## src/rtl/cmp_pkg.sv

```systemverilog
// cmp_pkg -- shared definitions for the XNOR/XOR compare-and-accumulate block.
//   state_t   : statistics FSM encoding (CLEAN / ERR / SAT), exposed on the
//               2-bit state port of xnor_cmp_acc.
//   MODE_XNOR : MODE value selecting z = ~(x ^ y).
//   MODE_XOR  : MODE value selecting z =   x ^ y.
package cmp_pkg;

  typedef enum logic [1:0] {
    CLEAN = 2'd0,
    ERR   = 2'd1,
    SAT   = 2'd2
  } state_t;

  localparam int MODE_XNOR = 0;
  localparam int MODE_XOR  = 1;

endpackage

```

## src/rtl/xnor_cmp_acc_popcount.sv

```systemverilog
// popcount -- purely combinational population count built as a balanced
// binary adder tree.
//   bits : input vector, WIDTH bits
//   cnt  : number of ones in bits, $clog2(WIDTH+1) bits
module popcount #(
  parameter int WIDTH = 8
) (
  input  logic [WIDTH-1:0]             bits,
  output logic [$clog2(WIDTH+1)-1:0]   cnt
);

  localparam int unsigned CW = $clog2(WIDTH+1);
  localparam int unsigned LV = (WIDTH > 1) ? $clog2(WIDTH) : 0;
  localparam int unsigned N2 = 1 << LV;

  // node[0] holds the input bits (zero-padded to a power of two); each
  // further level sums adjacent pairs of the level below.
  logic [CW-1:0] node [LV+1][N2];

  always_comb begin
    for (int unsigned l = 0; l <= LV; l++) begin
      for (int unsigned i = 0; i < N2; i++) begin
        node[l][i] = '0;
      end
    end
    for (int unsigned i = 0; i < WIDTH; i++) begin
      node[0][i] = CW'(bits[i]);
    end
    for (int unsigned l = 1; l <= LV; l++) begin
      for (int unsigned i = 0; i < (N2 >> l); i++) begin
        node[l][i] = node[l-1][2*i] + node[l-1][2*i+1];
      end
    end
    cnt = node[LV][0];
  end

endmodule

```

## src/rtl/xnor_cmp_acc.sv

```systemverilog
// xnor_cmp_acc -- registered bitwise XNOR/XOR comparator with saturating
// mismatch statistics.
//   clk, resetn        : clock, synchronous active-low reset
//   in_valid, x, y     : sample strobe and WIDTH-bit operands
//   clear              : synchronous statistics clear (wins over counting)
//   z, z_valid, eq     : registered result, its strobe, last-sample equality
//   samples            : accepted sample count
//   mism_samples       : count of samples with x != y
//   mism_bits          : running sum of popcount(x ^ y)
//   first_idx/_seen    : samples value at the first mismatch, and its valid flag
//   state              : FSM state (CLEAN / ERR / SAT)
module xnor_cmp_acc
  import cmp_pkg::*;
#(
  parameter int WIDTH = 8,
  parameter int CNT_W = 16,
  parameter int MODE  = 0
) (
  input  logic             clk,
  input  logic             resetn,
  input  logic             in_valid,
  input  logic [WIDTH-1:0] x,
  input  logic [WIDTH-1:0] y,
  input  logic             clear,
  output logic [WIDTH-1:0] z,
  output logic             z_valid,
  output logic             eq,
  output logic [CNT_W-1:0] samples,
  output logic [CNT_W-1:0] mism_samples,
  output logic [CNT_W-1:0] mism_bits,
  output logic [CNT_W-1:0] first_idx,
  output logic             first_seen,
  output logic [1:0]       state
);

  localparam int PW = $clog2(WIDTH+1);
  // Sum width wide enough for any counter plus any popcount without overflow.
  localparam int SW = ((CNT_W > PW) ? CNT_W : PW) + 1;
  localparam logic [CNT_W-1:0] CNT_MAX = '1;

  state_t           state_q, state_d;
  logic [CNT_W-1:0] samples_d, mism_samples_d, mism_bits_d, first_idx_d;
  logic             first_seen_d;
  logic [WIDTH-1:0] diff, result;
  logic [PW-1:0]    pc;
  logic             mism;

  assign diff   = x ^ y;
  assign mism   = (x != y);
  assign result = (MODE == MODE_XOR) ? diff : ~diff;
  assign state  = state_q;

  popcount #(.WIDTH(WIDTH)) u_popcount (
    .bits (diff),
    .cnt  (pc)
  );

  function automatic logic [CNT_W-1:0] sat_add(input logic [CNT_W-1:0] a,
                                               input logic [SW-1:0]    b);
    logic [SW-1:0] s;
    s = SW'(a) + b;
    return (s > SW'(CNT_MAX)) ? CNT_MAX : s[CNT_W-1:0];
  endfunction

  always_ff @(posedge clk) begin
    if (!resetn) begin
      state_q <= CLEAN;
    end else begin
      state_q <= state_d;
    end
  end

  always_comb begin
    state_d        = state_q;
    samples_d      = samples;
    mism_samples_d = mism_samples;
    mism_bits_d    = mism_bits;
    first_idx_d    = first_idx;
    first_seen_d   = first_seen;

    if (clear) begin
      state_d        = CLEAN;
      samples_d      = '0;
      mism_samples_d = '0;
      mism_bits_d    = '0;
      first_idx_d    = '0;
      first_seen_d   = 1'b0;
    end else if (in_valid && state_q != SAT) begin
      samples_d   = sat_add(samples, SW'(1));
      mism_bits_d = sat_add(mism_bits, SW'(pc));
      if (mism) begin
        mism_samples_d = sat_add(mism_samples, SW'(1));
      end
      if (mism && state_q == CLEAN) begin
        first_idx_d  = samples;
        first_seen_d = 1'b1;
        state_d      = ERR;
      end
      // Saturation is judged on the post-update values, so SAT is entered on
      // the same edge a counter lands on all ones and overrides CLEAN->ERR.
      if (samples_d == CNT_MAX || mism_samples_d == CNT_MAX ||
          mism_bits_d == CNT_MAX) begin
        state_d = SAT;
      end
    end
  end

  always_ff @(posedge clk) begin
    if (!resetn) begin
      z            <= '0;
      z_valid      <= 1'b0;
      eq           <= 1'b0;
      samples      <= '0;
      mism_samples <= '0;
      mism_bits    <= '0;
      first_idx    <= '0;
      first_seen   <= 1'b0;
    end else begin
      z_valid      <= in_valid;
      if (in_valid) begin
        z  <= result;
        eq <= ~mism;
      end
      samples      <= samples_d;
      mism_samples <= mism_samples_d;
      mism_bits    <= mism_bits_d;
      first_idx    <= first_idx_d;
      first_seen   <= first_seen_d;
    end
  end

endmodule

```

## config.mk

```make
export PLATFORM = sky130hd
export DESIGN_NAME = xnor_cmp_acc
export DESIGN_NICKNAME = d
export VERILOG_FILES = /design/src/rtl/cmp_pkg.sv /design/src/rtl/xnor_cmp_acc_popcount.sv /design/src/rtl/xnor_cmp_acc.sv
export SDC_FILE = /design/constraint.sdc
export NUM_CORES = 1
export LEC_CHECK = 0
export BUFFER_PORTS_ARGS = -buffer_cell sky130_fd_sc_hd__clkbuf_2
export CORE_MARGIN = 5
export CORE_UTILIZATION = 55
export DETAILED_ROUTE_END_ITERATION = 7
export HOLD_SLACK_MARGIN = 0.02
export PLACE_DENSITY = 0.88
export SLEW_MARGIN = 20
export SYNTH_ARGS = -nofsm -noshare
export SYNTH_HDL_FRONTEND = slang
export SYNTH_SLANG_ARGS = --single-unit
```

## constraint.sdc

```tcl
create_clock -name clk -period 5.6 [get_ports clk]
set_input_delay 0.56 -clock clk [delete_from_list [all_inputs] [get_ports clk]]
set_output_delay 0.56 -clock clk [all_outputs]
set_load 0.01 [all_outputs]
```

# Word level (Yosys, flattened, before mapping)
# Index checks and enable logic that the tools add are counted.
# classes
bitwise	4
n_lt_le_gt_ge	3
muxes	8
reduce_logical	9
n_addsub	10
eq_ne	5
# ops
op	n
two-way mux 16 bit	6
greater-than comparator 17 x 16 -> 1 bit (second input constant)	3
equality test 16 bit (second input constant)	3
adder 16 x 1 -> 17 bit (second input constant)	2
adder 16 x 4 -> 17 bit	1
adder 4 bit	3
adder 1 x 1 -> 2 bit	4
inequality test 8 bit	1
NOT 8 bit	1
bitwise XOR 8 bit	1
two-way mux 2 bit	2
AND reduction 2 bit	2
logical AND 1 bit	2
zero test 2 bit	1
logical OR 1 bit	2
inequality test 2 bit (second input constant)	1
NOT 1 bit	2
nonzero test 2 bit	1
OR reduction 2 bit	1
# totals
regBits	77
word_cells	48
inputBits	20

# Longest topological paths before layout
# logic_depth
depth_word	11
ltp_mapped	18
mapped_depth_nobuf	17

# Modules after synthesis
# A second synthesis with hierarchy kept.
# hier_totals
hier_cells	590
area_unflattened_um2	4705.8
# modules_own_cells
mod	area_each_um2	cells_each	seq_area_each_um2	n_inst
xnor_cmp_acc	4501.8	567	1541.5	1
popcount	203.9	23	0.0	1

# Worst setup path after synthesis
# No wires, ideal clock.
# synth_path
path_type	input -> register
start	input port y[6]
end	register state_q[0], in the netlist state[0]
required_time_ns	5.469
cell_stages	17
arrival_ns	4.566
setup_slack_ns	0.902
n_path_buf	0
path_cell_list	xnor2_1 -> inv_1 -> ha_1 -> fa_1 -> inv_1 -> fa_1 -> inv_1 -> ha_1 -> fa_1 -> ha_1 -> nor2b_1 -> o31ai_1 -> xnor2_1 -> nand3_1 -> a31o_2 -> o31ai_1 -> a21oi_1
# synth_via
elab_chain_len	11
word_cells_on_any_way	19
# synth_lines
item	line_no	source
start, declared	xnor_cmp_acc.sv:23	input logic [WIDTH-1:0] y,
bitwise XOR 8 bit	xnor_cmp_acc.sv:48	assign diff = x ^ y;
adder 1 x 1 -> 2 bit	xnor_cmp_acc_popcount.sv:31	node[l][i] = node[l-1][2*i] + node[l-1][2*i+1];
adder 4 bit (2 in a row)	xnor_cmp_acc_popcount.sv:31	
adder 16 x 4 -> 17 bit	xnor_cmp_acc.sv:61	s = SW'(a) + b;
greater-than comparator 17 x 16 -> 1 bit	xnor_cmp_acc.sv:62	return (s > SW'(CNT_MAX)) ? CNT_MAX : s[CNT_W-1:0];
two-way mux 16 bit	xnor_cmp_acc.sv:62	
equality test 16 bit	xnor_cmp_acc.sv:102	mism_bits_d == CNT_MAX) begin
logical OR 1 bit	xnor_cmp_acc.sv:101	if (samples_d == CNT_MAX || mism_samples_d == CNT_MAX ||
nonzero test 2 bit (no source line)	--	
AND reduction 2 bit (no source line)	--	
end signal, assigned	xnor_cmp_acc.sv:69	state_q <= state_d;
end, declared	xnor_cmp_acc.sv:41	state_t state_q, state_d;
# Parallel ways exist; a longest one is shown, timed or not. The select of a mux whose other input is x is not followed.
# A chain may end at the register's enable or synchronous reset.

# Worst setup path after layout
# Ends and elaborated chain as after synthesis.

==> impl_results.html <==
<table>
<tr><th>Metric</th><th>Value</th></tr>
<tr><th colspan="2">Synthesis</th></tr>
<tr><td>Count of mapped cells out of synthesis</td><td>580</td></tr>
<tr><td>Average cell area after synthesis</td><td>7.86 um2</td></tr>
<tr><td>Largest cells by area after synthesis</td><td>dfxtp_1, a21oi_1, ha_1</td></tr>
<tr><td>Leading register cell type out of synthesis</td><td>dfxtp_1</td></tr>
<tr><td>Top-count cell post-synth</td><td>dfxtp_1</td></tr>
<tr><td>Synth unique cells</td><td>56</td></tr>
<tr><td>Number of warnings issued by yosys</td><td>0</td></tr>
<tr><td>Synth Net Count</td><td>623</td></tr>
<tr><td>EDFF count, synth</td><td>0</td></tr>
<tr><td>Seq/Total Area, Yosys</td><td>33.8%</td></tr>
<tr><td>Portion of synthesized cell area occupied by the leading cell type</td><td>33.8%</td></tr>
<tr><td>Post-Synthesis Cell Area</td><td>4560 um2</td></tr>
<tr><td>Synth Register Bits</td><td>77</td></tr>
<tr><td>Share of flip-flops with an asynchronous set or reset after synthesis</td><td>0%</td></tr>
<tr><td>Top cell type by total area after synthesis</td><td>dfxtp_1</td></tr>
<tr><td>Most common library cells after synthesis</td><td>dfxtp_1, nand2_1, a21oi_1</td></tr>
<tr><th colspan="2">Min path</th></tr>
<tr><td>Hold depth</td><td>2</td></tr>
<tr><td>Class of the worst hold path</td><td>register to register</td></tr>
<tr><td>Worst-case hold path end point</td><td>first_idx[4]$_SDFFE_PP0P_</td></tr>
<tr><td>Worst Hold Launch</td><td>first_idx[4]$_SDFFE_PP0P_</td></tr>
<tr><th colspan="2">Power</th></tr>
<tr><td>Part of the power in the clock network</td><td>33.0%</td></tr>
<tr><td>Power density of the placed cells</td><td>234 nW/um2</td></tr>
<tr><td>Switching power summed over all nets</td><td>0.000395 W</td></tr>
<tr><td>Total design power</td><td>0.00123 W</td></tr>
<tr><td>Worst vdd rail ir drop</td><td>166 uV</td></tr>
<tr><td>Sequential Power Share</td><td>47.2%</td></tr>
<tr><td>Leakage power figure</td><td>2.05 nW</td></tr>
<tr><td>Sw Share</td><td>32.2%</td></tr>
<tr><td>Combinational Power Share</td><td>19.9%</td></tr>
<tr><td>Power Internal</td><td>0.000831 W</td></tr>
<tr><th colspan="2">Global route</th></tr>
<tr><td>Grt total ovfl</td><td>0</td></tr>
<tr><td>Initial antenna violation count</td><td>0</td></tr>
<tr><td>Pin count of the biggest net entering global routing</td><td>44</td></tr>
<tr><td>Via count of the first global-routing pass</td><td>4101</td></tr>
<tr><td>Global routing usage summed across all routing layers</td><td>22.7%</td></tr>
<tr><td>Wire length of the first global-routing pass</td><td>19.1 mm</td></tr>
<tr><th colspan="2">Finish</th></tr>
<tr><td>Nets</td><td>696</td></tr>
<tr><td>Fraction of layout cells with a size suffix above 1</td><td>19.5%</td></tr>
<tr><td># fillers</td><td>669</td></tr>
<tr><td>Fin area</td><td>5240 um2</td></tr>
<tr><td>Antenna diode instance count</td><td>0</td></tr>
<tr><td>Final Non-Filler Cells</td><td>763</td></tr>
<tr><td>Syn-to-layout area delta</td><td>14.9%</td></tr>
<tr><th colspan="2">Routing</th></tr>
<tr><td>Routed WL per cell</td><td>15.2 um</td></tr>
<tr><td>Total Wirelength</td><td>11.6 mm</td></tr>
<tr><td>Average via count per standard cell</td><td>6.05</td></tr>
<tr><td>Number of design-rule violations left by the first detailed-router iteration</td><td>326</td></tr>
<tr><td>DR vias</td><td>4615</td></tr>
<tr><td>Post-DRT Antenna Nets</td><td>0</td></tr>
<tr><td>Total iterations of the first detailed-routing run</td><td>4</td></tr>
<tr><td>Remaining DRCs</td><td>0</td></tr>
<tr><th colspan="2">Clocking</th></tr>
<tr><td>Hold-fix buffer count after cts</td><td>0</td></tr>
<tr><td>Number of instances resized during post-cts repair</td><td>0</td></tr>
<tr><td>Reg clk slew, reported paths</td><td>0.09 ns</td></tr>
<tr><td>Number of sinks on the clock net</td><td>77</td></tr>
<tr><td>CTS max path bufs</td><td>2</td></tr>
<tr><td>CTS tree</td><td>done</td></tr>
<tr><td>H-Tree Depth</td><td>3</td></tr>
<tr><td>Root buffer cell</td><td>clkbuf_8</td></tr>
<tr><td>Number of buffers inserted to repair setup after CTS</td><td>0</td></tr>
<tr><td>Total CTS buffers</td><td>9</td></tr>
<tr><td>Insertion delay to the later sink of the worst-skew pair</td><td>0.36 ns</td></tr>
<tr><th colspan="2">Critical path</th></tr>
<tr><td>Startpoint types</td><td>primary input</td></tr>
<tr><td>Required time of the critical path</td><td>5.83 ns</td></tr>
<tr><td>Family with the most delay on the worst path</td><td>adder cells</td></tr>
<tr><td>CP Buf/Inv Count</td><td>5</td></tr>
<tr><td>Start point of the critical path</td><td>y[6]</td></tr>
<tr><td>Depth of the worst register-to-register path</td><td>7</td></tr>
<tr><td>CP Capture Type</td><td>register</td></tr>
<tr><td>Worst Setup Path Type</td><td>primary input to register</td></tr>
<tr><td>Launching point of the worst reg2reg path</td><td>mism_samples[0]$_SDFFE_PP0P_</td></tr>
<tr><td>Longest individual stage delay on the worst path</td><td>0.53 ns</td></tr>
<tr><td>Max FO, Critical Path</td><td>6</td></tr>
<tr><td>Worst endpoint data arrival time</td><td>4.84 ns</td></tr>
<tr><td>Cell with the largest stage delay on the worst path</td><td>fa_1</td></tr>
<tr><td>Crit-path cells</td><td>clkbuf_2 &gt; xnor2_1 &gt; inv_1 &gt; ha_1 &gt; fa_1 &gt; inv_1 &gt; fa_1 &gt; inv_1 &gt; ha_1 &gt; fa_1 &gt; ha_1 &gt; nor2b_1 &gt; o31ai_1 &gt; buf_4 &gt; nor4_2 &gt; a41oi_1 &gt; a211o_1 &gt; o31ai_1 &gt; a21oi_1</td></tr>
<tr><td>Worst reg-to-reg setup slack</td><td>2.46 ns</td></tr>
<tr><td>Endpoint of the lowest-slack register-to-register path</td><td>mism_samples[11]$_SDFFE_PP0P_</td></tr>
<tr><th colspan="2">Timing</th></tr>
<tr><td>Maximum clock frequency</td><td>217 MHz</td></tr>
<tr><td>Total count of hold-check failures in the final report</td><td>0</td></tr>
<tr><td>Max-Slew Margin vs Limit</td><td>30.7%</td></tr>
<tr><td>Clk_skew</td><td>0.00899 ns</td></tr>
<tr><td>Pins Over Slew Limit</td><td>0</td></tr>
<tr><td>Post-route fraction of the period consumed by the critical path</td><td>82.5%</td></tr>
<tr><td>Slew at the pin closest to its max-slew limit</td><td>1.03 ns</td></tr>
<tr><td>Unrepaired setup endpoints after global routing</td><td>no</td></tr>
<tr><td>Final critical-path required period</td><td>4.62 ns</td></tr>
<tr><td>Final setup violation count</td><td>0</td></tr>
<tr><td>Total negative slack for setup checks</td><td>0 ns</td></tr>
<tr><th colspan="2">Job</th></tr>
<tr><td>Number of max-cap violations</td><td>0</td></tr>
<tr><th colspan="2">Placement</th></tr>
<tr><td>Placer congestion estimate</td><td>0.938</td></tr>
<tr><td>Instance count after placement with tap cells included</td><td>747</td></tr>
<tr><td>DPL Wire Length</td><td>8.23 mm</td></tr>
<tr><td>Post-detailed-placement cell area</td><td>5050 um2</td></tr>
<tr><td>I/O Buffers</td><td>96</td></tr>
<tr><th colspan="2">Floorplan</th></tr>
<tr><td>Core outline area</td><td>8130 um2</td></tr>
<tr><td>I/O pin count</td><td>97</td></tr>
<tr><td>Die Span X</td><td>101 um</td></tr>
<tr><td>Standard-cell rows</td><td>33</td></tr>
<tr><td>Full die area</td><td>10200 um2</td></tr>
<tr><td>Initial core utilization</td><td>56.0%</td></tr>
<tr><td>Vertical die dimension</td><td>101 um</td></tr>
<tr><th colspan="2">Status</th></tr>
<tr><td>Run status</td><td>finished clean</td></tr>
</table>
==> power groups by stage <==
| stage | combinational, W | sequential (W) | clock (W) |
|---|---|---|---|
| after global routing | 0.000276 | 0.000580 | 0.000434 |
| final | 0.000244 | 0.000578 | 0.000404 |
| after global placement | 0.000229 | 0.000590 | 0 |
| after detailed placement | 0.000238 | 0.000590 | 0 |
| after floorplan | 0.000171 | 0.000592 | 0 |
| after CTS | 0.000244 | 0.000577 | 0.000409 |
==> per-layer routing <==
metal | track usage (%) | up-vias | part of all wire [%]
met1 | 28.0 | 2138 | 41
met2 | 38.6 | 208 | 49
met4 | 8.28 | 0 | 2.0
met5 | 0 | - | 0
met3 | 5.26 | 27 | 8.1
li1 | - | 2242 | -
==> stage by stage <==
step | hold WS [ns] | utilization [%] | worst slack, ns
5_1_grt | 0.479 | 64.4 | 0.784
4_1_cts | 0.463 | 64.4 | 1.04
3_5_place_dp | 0.449 | 62.1 | 0.729
6_report | 0.457 | 64.4 | 0.981
3_3_place_gp | 0.442 | 62.1 | 0.833
2_1_floorplan | 0.481 | - | 0.902
==> final cells by class <==
cell class | count | area [um2] | share of cell area, %
Timing Repair Buffer | 102 | 526 | 10.0
Sequential cell | 77 | 1540 | 29.4
Inverter | 25 | 93.8 | 1.79
Multi-Input combinational cell | 438 | 2760 | 52.7
Tap cell | 105 | 131 | 2.51
Clock inverter | 7 | 62.6 | 1.19
Clock buffer | 9 | 124 | 2.37
==> cells in the final DEF (no fill, tap or decap), types with 4 or more instances in the layout <==
| cell type | n |
|---|---|
| xor2_1 | 4 |
| nand4_1 | 13 |
| a31oi_1 | 19 |
| and2_1 | 5 |
| nor2_1 | 36 |
| xnor2_1 | 15 |
| clkbuf_2 | 96 |
| fa_1 | 5 |
| nand3_1 | 35 |
| nor4_1 | 7 |
| nand2_1 | 59 |
| buf_4 | 6 |
| a311oi_1 | 8 |
| o21ai_0 | 43 |
| inv_1 | 25 |
| a211oi_1 | 11 |
| dfxtp_1 | 77 |
| a21oi_1 | 58 |
| clkbuf_8 | 9 |
| mux2i_1 | 14 |
| nor3_1 | 12 |
| nor2b_1 | 14 |
| ha_1 | 18 |
| and3_1 | 13 |
| and4_1 | 6 |
==> tightest hold or removal path, stage by stage, from the launching register on <==
cell and delay [ns]:
dfxtp_1 0.32, nand2_1 0.05, a21oi_1 0.05
==> cells by family (layout without fill, tap and decap cells) <==
family	count (synthesis)	after routing	synth area share, %
xor gates and xnor gates	19	19	3.65
buffers and inverters	65	143	5.76
adders and majority gates	23	23	7.14
muxes	14	14	3.07
and+or+nand+nor	218	218	25.1
DFF	77	77	33.8
AOI/OAI and AO/OA	164	164	21.5
==> registers in the layout, indices dropped and copies added, names as in the netlist <==
register	flops
first_idx	16
mism_bits	16
mism_samples	16
samples	16
z	8
state	2
eq	1
first_seen	1
z_valid	1
==> how the worst max path moves through the flow <==
stage / to / slack [ns] / depth (start not counted)
floorplan: state[0]$_SDFFE_PP0P_ / 0.90 / 17
CTS: state[0]$_SDFFE_PP0P_ / 1.04 / 19
global placement: state[0]$_SDFFE_PP0P_ / 0.83 / 19
global route: state[0]$_SDFFE_PP0P_ / 0.78 / 19
detailed placement: state[0]$_SDFFE_PP0P_ / 0.73 / 19
finish: state[0]$_SDFFE_PP0P_ / 0.98 / 19
Power figures use the tool's default switching activity.
